--- src/rtl/wakeup_arbiter_pkg.sv ---
// Wakeup bus types shared by the wakeup arbiter, Rename and the reservation stations.
package wakeup_arbiter_pkg;

  localparam int TAG_WIDTH   = 6;
  localparam int VALUE_WIDTH = 32;

  typedef struct packed {
    logic [TAG_WIDTH-1:0]   tag;
    logic [VALUE_WIDTH-1:0] value;
  } wakeup_t;

endpackage

--- src/rtl/wakeup_arbiter_if.sv ---
// Per-FU result inputs and the single wakeup broadcast bus; master = FUs/consumers, slave = arbiter.
interface wakeup_arbiter_if
  import wakeup_arbiter_pkg::*;
#(
  parameter int NUM_REQ = 3
);
  logic [NUM_REQ-1:0]             req_valid;
  logic [TAG_WIDTH*NUM_REQ-1:0]   req_tag;
  logic [VALUE_WIDTH*NUM_REQ-1:0] req_value;
  logic [NUM_REQ-1:0]             req_ready;
  logic                           wakeup_active;
  logic [TAG_WIDTH-1:0]           wakeup_tag;
  logic [VALUE_WIDTH-1:0]         wakeup_value;
  logic                           busy;

  modport master (
    output req_valid, req_tag, req_value,
    input  req_ready, wakeup_active, wakeup_tag, wakeup_value, busy
  );

  modport slave (
    input  req_valid, req_tag, req_value,
    output req_ready, wakeup_active, wakeup_tag, wakeup_value, busy
  );
endinterface

--- src/rtl/wakeup_arbiter_queue.sv ---
// wakeup_queue: per-requester FIFO of DEPTH wakeup entries (power of two), head shown combinationally.
// Caller never pushes when full nor pops when empty; push+pop together keeps count.
module wakeup_queue
  import wakeup_arbiter_pkg::*;
#(
  parameter int DEPTH = 2,
  localparam int CW   = $clog2(DEPTH) + 1
) (
  input  logic          clk,
  input  logic          reset,
  input  logic          push,
  input  wakeup_t       push_dat,
  input  logic          pop,
  output wakeup_t       head,
  output logic [CW-1:0] count
);
  localparam int PW = $clog2(DEPTH);

  wakeup_t         mem [DEPTH];
  logic [PW-1:0]   wr_ptr;
  logic [PW-1:0]   rd_ptr;

  // Pointers wrap naturally because DEPTH is a power of two.
  always_ff @(posedge clk or posedge reset) begin
    if (reset) begin
      wr_ptr <= '0;
      rd_ptr <= '0;
      count  <= '0;
    end else begin
      if (push) wr_ptr <= wr_ptr + PW'(1);
      if (pop)  rd_ptr <= rd_ptr + PW'(1);
      case ({push, pop})
        2'b10:   count <= count + CW'(1);
        2'b01:   count <= count - CW'(1);
        default: count <= count;
      endcase
    end
  end

  always_ff @(posedge clk) begin
    if (push) mem[wr_ptr] <= push_dat;
  end

  assign head = mem[rd_ptr];

endmodule

--- src/rtl/wakeup_arbiter.sv ---
// Round-robin arbiter of NUM_REQ result queues onto one registered wakeup bus; 2-cycle latency
// (1 cycle with WAKEUP_ARB_BYPASS_EN for a request hitting an empty queue); ready = queue not full.
module wakeup_arbiter
  import wakeup_arbiter_pkg::*;
#(
  parameter int NUM_REQ     = 3,
  parameter int QUEUE_DEPTH = 2
) (
  input logic             clk,
  input logic             reset,
  wakeup_arbiter_if.slave bus
);
  localparam int CW   = $clog2(QUEUE_DEPTH) + 1;
  localparam int PTRW = (NUM_REQ > 1) ? $clog2(NUM_REQ) : 1;

  logic [CW-1:0]      count    [NUM_REQ];
  wakeup_t            head     [NUM_REQ];
  wakeup_t            req_dat  [NUM_REQ];
  wakeup_t            cand     [NUM_REQ];
  logic [NUM_REQ-1:0] ready;
  logic [NUM_REQ-1:0] nonempty;
  logic [NUM_REQ-1:0] live;
  logic [NUM_REQ-1:0] eligible;
  logic [NUM_REQ-1:0] bypass;
  logic [NUM_REQ-1:0] push;
  logic [NUM_REQ-1:0] pop;
  logic [NUM_REQ-1:0] grant;
  logic               grant_vld;
  logic [PTRW-1:0]    grant_idx;
  logic [PTRW-1:0]    rr_ptr;
  logic               wakeup_active;
  wakeup_t            wakeup_dat;

  for (genvar g = 0; g < NUM_REQ; g++) begin : g_req
    assign req_dat[g]  = {bus.req_tag[TAG_WIDTH*g +: TAG_WIDTH], bus.req_value[VALUE_WIDTH*g +: VALUE_WIDTH]};
    assign nonempty[g] = (count[g] != '0);
    assign ready[g]    = (count[g] < CW'(QUEUE_DEPTH));
    // Tag 0 is accepted but dropped here, so it never queues nor competes.
    assign live[g]     = bus.req_valid[g] & ready[g] & (req_dat[g].tag != '0);
`ifdef WAKEUP_ARB_BYPASS_EN
    assign eligible[g] = nonempty[g] | live[g];
    assign cand[g]     = nonempty[g] ? head[g] : req_dat[g];
    assign bypass[g]   = grant[g] & ~nonempty[g];
`else
    assign eligible[g] = nonempty[g];
    assign cand[g]     = head[g];
    assign bypass[g]   = 1'b0;
`endif
    assign push[g] = live[g] & ~bypass[g];
    assign pop[g]  = grant[g] & nonempty[g];

    wakeup_queue #(.DEPTH(QUEUE_DEPTH)) u_queue (
      .clk      (clk),
      .reset    (reset),
      .push     (push[g]),
      .push_dat (req_dat[g]),
      .pop      (pop[g]),
      .head     (head[g]),
      .count    (count[g])
    );
  end

  // Walk offsets from far to near so the nearest eligible index after rr_ptr is the last write.
  always_comb begin
    grant_vld = 1'b0;
    grant_idx = '0;
    grant     = '0;
    for (int k = NUM_REQ - 1; k >= 0; k--) begin
      for (int j = 0; j < NUM_REQ; j++) begin
        if (j == (int'(rr_ptr) + k) % NUM_REQ && eligible[j]) begin
          grant_vld = 1'b1;
          grant_idx = PTRW'(j);
          grant     = '0;
          grant[j]  = 1'b1;
        end
      end
    end
  end

  always_ff @(posedge clk or posedge reset) begin
    if (reset) begin
      rr_ptr        <= '0;
      wakeup_active <= 1'b0;
      wakeup_dat    <= '0;
    end else begin
      wakeup_active <= grant_vld;
      if (grant_vld) begin
        wakeup_dat <= cand[grant_idx];
        rr_ptr     <= (grant_idx == PTRW'(NUM_REQ - 1)) ? '0 : grant_idx + PTRW'(1);
      end
    end
  end

  assign bus.req_ready     = ready;
  assign bus.wakeup_active = wakeup_active;
  assign bus.wakeup_tag    = wakeup_dat.tag;
  assign bus.wakeup_value  = wakeup_dat.value;
  assign bus.busy          = (|nonempty) | wakeup_active;

endmodule
--- src/flat_wrapper.sv ---
// flat-port wrapper written by rule: the top's interface ports become plain ports
module wakeup_arbiter_flat import wakeup_arbiter_pkg::*;
#(
  parameter int NUM_REQ     = 3,
  parameter int QUEUE_DEPTH = 2
)
  (clk, reset, bus_req_valid, bus_req_tag, bus_req_value, bus_req_ready, bus_wakeup_active, bus_wakeup_tag, bus_wakeup_value, bus_busy);
  wakeup_arbiter_if #(.NUM_REQ(NUM_REQ)) bus_i ();
  input logic clk;
  input logic reset;
  input wire logic [$bits(bus_i.req_valid)-1:0] bus_req_valid;
  input wire logic [$bits(bus_i.req_tag)-1:0] bus_req_tag;
  input wire logic [$bits(bus_i.req_value)-1:0] bus_req_value;
  output wire logic [$bits(bus_i.req_ready)-1:0] bus_req_ready;
  output wire logic [$bits(bus_i.wakeup_active)-1:0] bus_wakeup_active;
  output wire logic [$bits(bus_i.wakeup_tag)-1:0] bus_wakeup_tag;
  output wire logic [$bits(bus_i.wakeup_value)-1:0] bus_wakeup_value;
  output wire logic [$bits(bus_i.busy)-1:0] bus_busy;
  assign bus_i.req_valid = bus_req_valid;
  assign bus_i.req_tag = bus_req_tag;
  assign bus_i.req_value = bus_req_value;
  assign bus_req_ready = bus_i.req_ready;
  assign bus_wakeup_active = bus_i.wakeup_active;
  assign bus_wakeup_tag = bus_i.wakeup_tag;
  assign bus_wakeup_value = bus_i.wakeup_value;
  assign bus_busy = bus_i.busy;
  wakeup_arbiter #(.NUM_REQ(NUM_REQ), .QUEUE_DEPTH(QUEUE_DEPTH)) u_core (.clk(clk), .reset(reset), .bus(bus_i));
endmodule
--- config.mk ---
export PLATFORM = sky130hd
export DESIGN_NAME = wakeup_arbiter_flat
export DESIGN_NICKNAME = d
export VERILOG_FILES = /design/src/rtl/wakeup_arbiter_pkg.sv /design/src/rtl/wakeup_arbiter_if.sv /design/src/rtl/wakeup_arbiter_queue.sv /design/src/rtl/wakeup_arbiter.sv /design/src/flat_wrapper.sv
export SDC_FILE = /design/constraint.sdc
export NUM_CORES = 1
export LEC_CHECK = 0
export BUFFER_PORTS_ARGS = -buffer_cell sky130_fd_sc_hd__buf_2
export CAP_MARGIN = 0
export CORE_UTILIZATION = 57
export DETAILED_ROUTE_END_ITERATION = 7
export GPL_ROUTABILITY_DRIVEN = 0
export HOLD_SLACK_MARGIN = 0.1
export PLACE_DENSITY = 0.88
export SKIP_CTS_REPAIR_TIMING = 1
export SLEW_MARGIN = 20
export SYNTH_ARGS = -nofsm -noshare
export SYNTH_HDL_FRONTEND = slang
export SYNTH_SLANG_ARGS = --single-unit
--- constraint.sdc ---
create_clock -name clk -period 3.4 [get_ports clk]
set_input_delay 0 -clock clk [delete_from_list [all_inputs] [get_ports clk]]
set_output_delay 0 -clock clk [all_outputs]
set_load 0.02 [all_outputs]
# == Word level (Yosys, flattened, before mapping) ==
# Memories as Yosys holds them, arrays and structs flattened.
# Cells that the tools add are included.
# classes
addsub,15
div,3
order_cmp,4
eq_ne,13
mux,39
n_bitwise,11
reduce_logical,22
# ops
op,count
$eq A2 B32 Y1 const A,3
$eq A3 B32 Y1 const A,3
$logic_not A32 Y1,3
$bmux W38 S2,1
$mux W38,2
$mod A32 B3 Y32 const B,2
$mod A3 B3 Y32 const B,1
$mux W3,8
$reduce_bool A6 Y1,3
$mux W1,17
$mux W2,8
$pmux W2 S2,3
$reduce_bool A2 Y1,6
$and A1 B1 Y1,9
$logic_and A1 B1 Y1,9
$add A2 B1 Y2 const B,4
$eq A2 B2 Y1 const B,4
$add A1 B1 Y1 const B,6
$eq A2 B1 Y1 const B,3
$lt A2 B2 Y1 const B,3
$sub A2 B1 Y2 const B,3
$add A2 B1 Y3 const B,1
$add A2 B2 Y3 const B,1
$ge A3 B3 Y1 const B,1
3 further kinds,3
# totals
reg_bits,53
ramBits,228
in_bits,119
out_inout_bits,43
elab_cells,123
mem_count,3
# memory_table
memory,words,width,rd,rd_ports_with_merged_regs,wr,line_no,source
u_core.g_req[0].u_queue.mem,2,38,1,0,1,wakeup_arbiter_queue.sv:19,wakeup_t mem [DEPTH];
u_core.g_req[1].u_queue.mem,2,38,1,0,1,wakeup_arbiter_queue.sv:19,
u_core.g_req[2].u_queue.mem,2,38,1,0,1,wakeup_arbiter_queue.sv:19,

# == Logic depth before layout (Yosys ltp) ==
# Gate-level depths: netlist of the first run.
# depth
depth_word,16
mapped_depth,11
mapped_depth_nobuf,9

# == Hierarchy ==
# A second synthesis of the first run with hierarchy kept.
# unflattened
hier_cells,665
area_unflattened_um2,11372.2
# modules_own_cells
mod,n_inst,cells_per_inst,area_each_um2,seq_area_each_um2
wakeup_queue,3,133,2966.6,2382.3
wakeup_arbiter,1,266,2472.4,1026.0

# == Worst setup path after synthesis of the first run ==
# Ideal clock, no wire load.
# synth_path
kind,register -> register
start,register u_core.g_req[2].u_queue.count[1]
end,"memory u_core.g_req[2].u_queue.mem[0][0] in the netlist's numbering, enable pin"
setup_ps,433
arrival_time_ps,2524
setup_slack_ps,443
stages_incl_launch_ff,5
period_less_slack_ps,2957
path_cell_list,dfrtp_1 > buf_2 > inv_1 > o311ai_2 > nor2_1
# synth_via
elab_chain_len,5
# synth_lines
item,line_no,source
"start, declared",wakeup_arbiter_queue.sv:15,output logic [CW-1:0] count
"start signal, assigned",wakeup_arbiter_queue.sv:33,2'b10: count <= count + CW'(1);
"start signal, assigned",wakeup_arbiter_queue.sv:34,2'b01: count <= count - CW'(1);
"start signal, assigned",wakeup_arbiter_queue.sv:35,default: count <= count;
$lt A2 B2 Y1,wakeup_arbiter.sv:37,assign ready[g] = (count[g] < CW'(QUEUE_DEPTH));
named net bus_req_ready[2],flat_wrapper.sv:14,output wire logic [$bits(bus_i.req_ready)-1:0] bus_req_ready;
$and A1 B1 Y1 (2 in a row),wakeup_arbiter.sv:39,assign live[g] = bus.req_valid[g] & ready[g] & (req_dat[g].tag != '0);
$mux W1,wakeup_arbiter_queue.sv:41,if (push) mem[wr_ptr] <= push_dat;
$mux W1 (implied by the code),wakeup_arbiter_queue.sv:41,
"end, declared",wakeup_arbiter_queue.sv:19,
# The timed path passes the listed nets, and every way through them passes these cells.

# == Worst setup path in the final report of the first run ==
# layout_path
start,register u_core.rr_ptr[0]
end,register u_core.g_req[2].u_queue.count[1]
# layout_via
elab_chain_len,14
# layout_lines
item,line_no,source
"start, declared",wakeup_arbiter.sv:30,logic [PTRW-1:0] rr_ptr;
"start signal, assigned",wakeup_arbiter.sv:89,rr_ptr <= (grant_idx == PTRW'(NUM_REQ - 1)) ? '0 : grant_idx + PTRW'(1);
$add A2 B2 Y3,wakeup_arbiter.sv:70,if (j == (int'(rr_ptr) + k) % NUM_REQ && eligible[j]) begin
$mod A32 B3 Y32,wakeup_arbiter.sv:70,
$eq A3 B32 Y1,wakeup_arbiter.sv:70,
$logic_and A1 B1 Y1,wakeup_arbiter.sv:70,
$mux W3 (6 in a row),wakeup_arbiter.sv:70,
$mux W3 *,wakeup_arbiter.sv:70,
$and A1 B1 Y1 *,wakeup_arbiter.sv:50,assign pop[g] = grant[g] & nonempty[g];
named net u_core.g_req[2].u_queue.pop,wakeup_arbiter_queue.sv:13,"input logic pop,"
$eq A2 B1 Y1 / $eq A2 B2 Y1 (equally long branches),wakeup_arbiter_queue.sv:32,"case ({push, pop})"
$pmux W2 S2 / $reduce_bool A2 Y1 (equally long branches),-,
# Mark *: on every way through the listed nets, which the timed path passes. The rest lies on a longest branch.
# A chain may end at the register's enable or synchronous reset.

==> results.sh, run 1 <==
export IMPL_final_nets=1153
export IMPL_antenna_left=0
export IMPL_worst_slack_ns=0.573
export IMPL_intPower_mw=9.15
export IMPL_drv_slew=0
export IMPL_post_place_ws_ns=0.736
export IMPL_dr_pass1_iters=6
export IMPL_placed_cell_area_um2=13000
export IMPL_power_mw=15.2
export IMPL_critPathLaunch="u_core.rr_ptr[0]"
export IMPL_start_kind="flop"
export IMPL_syn_inst=757
export IMPL_fin_util=0.740
export IMPL_switching_share=0.398
export IMPL_clk_pin_slew_ns=0.07
export IMPL_dpl_hpwl_mm=17.9
export IMPL_final_cells=1318
export IMPL_die_area_um2=21300
export IMPL_yosys_area_top_type="edfxtp_1"
export IMPL_h_tree_depth=1
export IMPL_ff2ff_path_depth=8
export IMPL_cap_violations=0
export IMPL_grt_max_degree=58
export IMPL_tns_ns=0
export IMPL_setup_violations=0
export IMPL_start_util=0.583
export IMPL_clock_fmax_mhz=354
export IMPL_synth_seq_cells=281
export IMPL_clk_path_buf_depth=3
export IMPL_wire_per_inst_um=21.4
export IMPL_synth_most_common_cell="edfxtp_1"
export IMPL_ys_top_cells_by_count="edfxtp_1, mux2_2, dfrtp_1, nor2_1, nand2_1"
export IMPL_finalWirelength_mm=28.1
export IMPL_drtIter0Drc=737
export IMPL_ys_types=39
export IMPL_cp_data_required_time_ns=3.85
export IMPL_r2r_setup_slack_ns=0.57
export IMPL_slew_headroom=0.479
export IMPL_irDropWorstVdd_mv=0.680
export IMPL_crit_end="u_core.g_req[2].u_queue.count[1]"
export IMPL_synth_async_reset_ratio=0.189
export IMPL_p_leak_nw=5.61
export IMPL_place_inst=1150
export IMPL_arrival_ns=3.27
export IMPL_combPwrFrac=0.461
export IMPL_max_stage_delay_ns=0.50
export IMPL_n_fill_cell=1207
export IMPL_worst_clock_skew_ns=0.0112
export IMPL_max_slew_worst_pin_slew_ns=0.780
export IMPL_synth_top_area_share=0.579
export IMPL_hold_viol_final=0
export IMPL_netlist_top_cells_area="edfxtp_1, dfrtp_1, mux2_2, mux2i_1, a32oi_1"
export IMPL_crit_top_cell="ha_1"
export IMPL_critical_path_class="flop to flop"
export IMPL_cp_end_kind="flop"
export IMPL_synth_edf_count=228
export IMPL_grt_pass1_vias=6986
export IMPL_insertion_delay_ns=0.53
export IMPL_cts_tree="done"
export IMPL_crit_path_cell_trace="inv_1 > ha_1 > buf_4 > o32a_2 > a21boi_1 > ha_1 > nor2_1 > xnor2_1"
export IMPL_rsz0062_at_grt="no"
export IMPL_via_per_inst=5.95
export IMPL_power_density_nw_per_um2=1010
export IMPL_numCtsBuffers=27
export IMPL_r2r_end="u_core.g_req[2].u_queue.count[1]"
export IMPL_num_io_pins=162
export IMPL_fin_crit_sh=0.832
export IMPL_dominantRegCellSynth="edfxtp_1"
export IMPL_die_y_um=146
export IMPL_path_max_fanout=41
export IMPL_syn_nets=883
export IMPL_seq_area_frac_synth=0.691
export IMPL_grt_antenna_before_repair=1
export IMPL_synthesis_area_um2=11800
export IMPL_status="finished, final reports clean"
export IMPL_cp_slowest_cell="o32a_2"
export IMPL_period_needed_ns=2.83
export IMPL_hp_class="primary input to asynchronous set/reset pin"
export IMPL_avgSynthCellArea_um2=15.6
export IMPL_grtUsageTotal=0.240
export IMPL_yosys_warnings=0
export IMPL_portBuffers=161
export IMPL_rr_startpoint="u_core.rr_ptr[0]"
export IMPL_drive_above_1_share=0.320
export IMPL_num_rows=52
export IMPL_root_buffer="clkbuf_16"
export IMPL_switching_power_mw=6.04
export IMPL_hold_ws_ns=0.142
export IMPL_overflow=0
export IMPL_area_growth_pct=26.9
export IMPL_die_w_um=146
export IMPL_power_share_clock=0.191
export IMPL_grt_pass1_wl_mm=39.2
export IMPL_core_region_area_um2=20300
export IMPL_cts_sinks=281
export IMPL_sequentialPowerShare=0.348
export IMPL_final_cell_area_um2=15000
export IMPL_drc_errors=0
export IMPL_vias=7843
[how the worst min path moves through the flow]
| stage | startpoint | endpoint | slack [ns] | cells after the start |
|---|---|---|---|---|
| final | reset | u_core.bus.wakeup_value[22] | 0.14 | 3 |
| after global routing | bus_req_value[64] | u_core.g_req[2].u_queue.mem[0][0] | 0.20 | 2 |
| after CTS | reset | u_core.bus.wakeup_value[22] | -0.39 | 2 |
| after detailed placement | reset | u_core.bus.wakeup_value[22] | 0.16 | 2 |
| after global placement | reset | u_core.bus.wakeup_value[22] | 0.16 | 2 |
| after floorplan | bus_req_value[0] | u_core.g_req[0].u_queue.mem[0][0] | 0.1 | 0 |
[critical path: cells and delay by family, from the launching register on]
| kind | cells | cell delay (ns) |
|---|---|---|
| compound gates | 2 | 0.89 |
| xor+xnor | 1 | 0.14 |
| fa+ha+maj | 2 | 0.59 |
| buf+inv | 2 | 0.56 |
| flops | 1 | 0.40 |
| simple gates | 1 | 0.17 |
[logic make-up after synthesis]
| kind of cell | Yosys count | share of synthesized area |
|---|---|---|
| compound gates | 175 | 0.128 |
| xor+xnor | 15 | 0.0111 |
| fa+ha+maj | 7 | 0.00740 |
| buf+inv | 69 | 0.0258 |
| flops | 281 | 0.691 |
| mux | 114 | 0.104 |
| simple gates | 96 | 0.0324 |
[sequential cells by signal, summed over array words and instances (netlist names)]
signal and cells:
u_core.bus.wakeup_active 1, u_core.bus.wakeup_value 32, u_core.g_req.u_queue.rd_ptr 3, u_core.g_req.u_queue.count 6, u_core.bus.wakeup_tag 6, u_core.rr_ptr 2
u_core.g_req.u_queue.mem 228, u_core.g_req.u_queue.wr_ptr 3
[per-layer routing]
metal  global-route usage  part of all wire  vias to the layer above
li1                     -                 -                     3505
met1                0.352              0.43                     3800
met2                0.370              0.46                      460
met3               0.0456             0.085                       78
met4               0.0703             0.031                        0
met5                    0                 0                        -
[layout make-up]
type,count,area (µm²),share of cell area
well taps,270,338,0.0225
clock buffers,40,796,0.0530
clock inverters,9,68.8,0.00458
inverters,10,37.5,0.00250
repair buffers,300,2160,0.144
flip-flops and latches,281,8180,0.544
diodes,1,2.50,0.000167
multi-input cells,407,3440,0.229
[placed cells by master, fill, tap and decap left out, types with 12 or more instances in the layout]
cell           instances
mux2i_1               38
edfxtp_1             228
dlygate4sd3_1        118
a32oi_1               38
buf_2                161
o2bb2ai_1             38
dfrtp_1               52
nor2_1                43
xnor2_1               12
buf_4                 20
nand2_1               39
clkbuf_16             28
mux2_2                76
o31ai_1               18
a21oi_1               38
[power groups by stage]
stage / Clock (mW) / Combinational (mW) / Sequential, mW
after floorplan: 0 / 5.06 / 5.32
final: 2.90 / 7.00 / 5.29
after global routing: 3.05 / 7.46 / 5.35
after global placement: 0 / 6.43 / 5.27
after CTS: 2.90 / 6.75 / 5.26
after detailed placement: 0 / 6.67 / 5.31
(Power assumes the default switching activity.)
==> run 2: changes to the inputs <==
ABC_AREA = 1   (was default)
clock period = 2.74 ns   (was 3.4 ns; I/O delays follow)
==> results.sh, run 2 <==
export IMPL_status="finished, final reports clean"
export IMPL_arrival_ns=2.87
export IMPL_ys_top_cells_by_count="nand2_1, edfxtp_1, nand3_1, mux2_2, dfrtp_1"
export IMPL_clk_path_buf_depth=3
export IMPL_die_w_um=144
export IMPL_hp_class="primary input to asynchronous set/reset pin"
export IMPL_period_needed_ns=2.46
export IMPL_cp_slowest_cell="buf_4"
export IMPL_grt_pass1_vias=7232
export IMPL_worst_clock_skew_ns=0.0117
export IMPL_insertion_delay_ns=0.53
export IMPL_core_region_area_um2=19600
export IMPL_hold_ws_ns=0.152
export IMPL_finalWirelength_mm=28.0
export IMPL_worst_slack_ns=0.282
export IMPL_final_nets=1312
export IMPL_place_inst=1303
export IMPL_yosys_warnings=0
export IMPL_irDropWorstVdd_mv=1.07
export IMPL_clock_fmax_mhz=407
export IMPL_power_mw=18.8
export IMPL_via_per_inst=5.40
export IMPL_synth_seq_cells=281
export IMPL_num_io_pins=162
export IMPL_rr_startpoint="u_core.rr_ptr[0]"
export IMPL_tns_ns=0
export IMPL_die_y_um=144
export IMPL_synth_edf_count=228
export IMPL_largest_register="u_core.g_req.u_queue.mem"
export IMPL_synthesis_area_um2=11500
export IMPL_path_max_fanout=61
export IMPL_h_tree_depth=1
export IMPL_wire_per_inst_um=19.0
export IMPL_antenna_left=0
export IMPL_drc_errors=0
export IMPL_slew_headroom=0.420
export IMPL_largest_register_ff_count=228
export IMPL_dr_pass1_iters=5
export IMPL_synth_top_area_share=0.598
export IMPL_max_slew_worst_pin_slew_ns=0.869
export IMPL_root_buffer="clkbuf_16"
export IMPL_grt_antenna_before_repair=1
export IMPL_max_stage_delay_ns=0.48
export IMPL_vias=7955
export IMPL_drtIter0Drc=717
export IMPL_dominantRegCellSynth="edfxtp_1"
export IMPL_ff2ff_path_depth=10
export IMPL_grt_max_degree=62
export IMPL_critical_path_class="flop to flop"
export IMPL_grtUsageTotal=0.252
export IMPL_power_density_nw_per_um2=1270
export IMPL_grt_pass1_wl_mm=39.1
export IMPL_p_leak_nw=6.20
export IMPL_crit_end="u_core.bus.wakeup_value[17]"
export IMPL_seq_area_frac_synth=0.714
export IMPL_ys_types=27
export IMPL_cts_tree="done"
export IMPL_synth_most_common_cell="nand2_1"
export IMPL_crit_path_cell_trace="inv_1 > ha_1 > inv_1 > o21ai_1 > nor2_1 > nand3_2 > buf_4 > inv_2 > nand2_1 > nand3_1"
export IMPL_drive_above_1_share=0.248
export IMPL_rsz0062_at_grt="no"
export IMPL_final_cell_mix="nand2_1, edfxtp_1, buf_2, dlygate4sd3_1, nand3_1"
export IMPL_syn_inst=899
export IMPL_final_cell_area_um2=14800
export IMPL_yosys_area_top_type="edfxtp_1"
export IMPL_cp_num_cells=10
export IMPL_avgSynthCellArea_um2=12.7
export IMPL_start_kind="flop"
export IMPL_clk_pin_slew_ns=0.07
export IMPL_cap_violations=0
export IMPL_drv_slew=0
export IMPL_setup_violations=0
export IMPL_cp_data_required_time_ns=3.15
export IMPL_area_growth_pct=29.5
export IMPL_r2r_end="u_core.bus.wakeup_value[17]"
export IMPL_path_delay_family="buffers and inverters"
export IMPL_portBuffers=161
export IMPL_netlist_top_cells_area="edfxtp_1, dfrtp_1, nand2_1, mux2_2, nand3_1"
export IMPL_syn_nets=1025
export IMPL_fin_util=0.757
export IMPL_start_util=0.585
export IMPL_die_area_um2=20700
export IMPL_num_rows=51
export IMPL_synth_async_reset_ratio=0.189
export IMPL_hold_viol_final=0
export IMPL_dpl_hpwl_mm=17.1
export IMPL_cp_buffers_inverters=4
export IMPL_crit_top_cell="inv_1"
export IMPL_post_place_ws_ns=0.381
export IMPL_final_cells=1474
export IMPL_cp_end_kind="flop"
export IMPL_cts_sinks=281
export IMPL_numCtsBuffers=28
export IMPL_mostFrequentLayoutCell="nand2_1"
export IMPL_fin_crit_sh=0.897
export IMPL_r2r_setup_slack_ns=0.28
export IMPL_critPathLaunch="u_core.rr_ptr[0]"
export IMPL_overflow=0
export IMPL_placed_cell_area_um2=12600
[run 2: cell types whose count changed after synthesis, sizes merged, moves of 21 or more]
| cell | delta |
|---|---|
| a21oi | -35 |
| a32oi | -38 |
| clkbuf | -21 |
| inv | +29 |
| nand2 | +225 |
| nand3 | +102 |
| nor2 | -27 |
| o21ai | +21 |
| o2bb2ai | -38 |
| o31ai | -38 |
[run 2: kinds of logic after synthesis]
family	count (synthesis)	synth area share
compound gates	31	0.0138
fa+ha+maj	7	0.00765
buf+inv	82	0.0319
mux	76	0.0726
simple gates	411	0.152
xor+xnor	11	0.00841
flops	281	0.714
[run 2: worst min-delay path by stage]
| stage | slack (ns) | end |
|---|---|---|
| 2_1_floorplan | 0.1 | u_core.g_req[0].u_queue.mem[0][0] |
| 3_3_place_gp | 0.19 | u_core.g_req[1].u_queue.mem[0][3] |
| 3_5_place_dp | 0.19 | u_core.g_req[2].u_queue.mem[1][26] |
| 4_1_cts | -0.37 | u_core.g_req[2].u_queue.mem[0][3] |
| 5_1_grt | 0.20 | u_core.g_req[2].u_queue.mem[0][16] |
| 6_report | 0.15 | u_core.bus.wakeup_value[26] |
[run 2: power breakdown]
group / switching, mW / internal [mW] / total, mW
clock network: 1.59 / 2.67 / 4.26
registers: 0.535 / 5.85 / 6.39
logic: 5.38 / 2.78 / 8.15
total: 7.51 / 11.3 / 18.8
[run 2: worst min-delay path, stage by stage]
cell           delay, ns
dlygate4sd3_1       0.53
buf_2               0.12
clkinv_2            0.55
[run 2: per-layer routing]
layer / vias to the layer above / track usage / part of all wire
li1: 3693 / - / -
met1: 3831 / 0.359 / 0.41
met2: 365 / 0.405 / 0.50
met3: 66 / 0.0380 / 0.060
met4: 0 / 0.0705 / 0.029
met5: - / 0 / 0
[run 2: cell type report]
| cell class | count | area, µm² |
|---|---|---|
| fillers | 1147 | 4760 |
| clock inverters | 22 | 303 |
| diodes | 1 | 2.50 |
| repair buffers | 300 | 2180 |
| clock buffers | 30 | 729 |
| flip-flops and latches | 281 | 8170 |
| well taps | 265 | 332 |
| multi-input cells | 536 | 2960 |
| inverters | 39 | 148 |
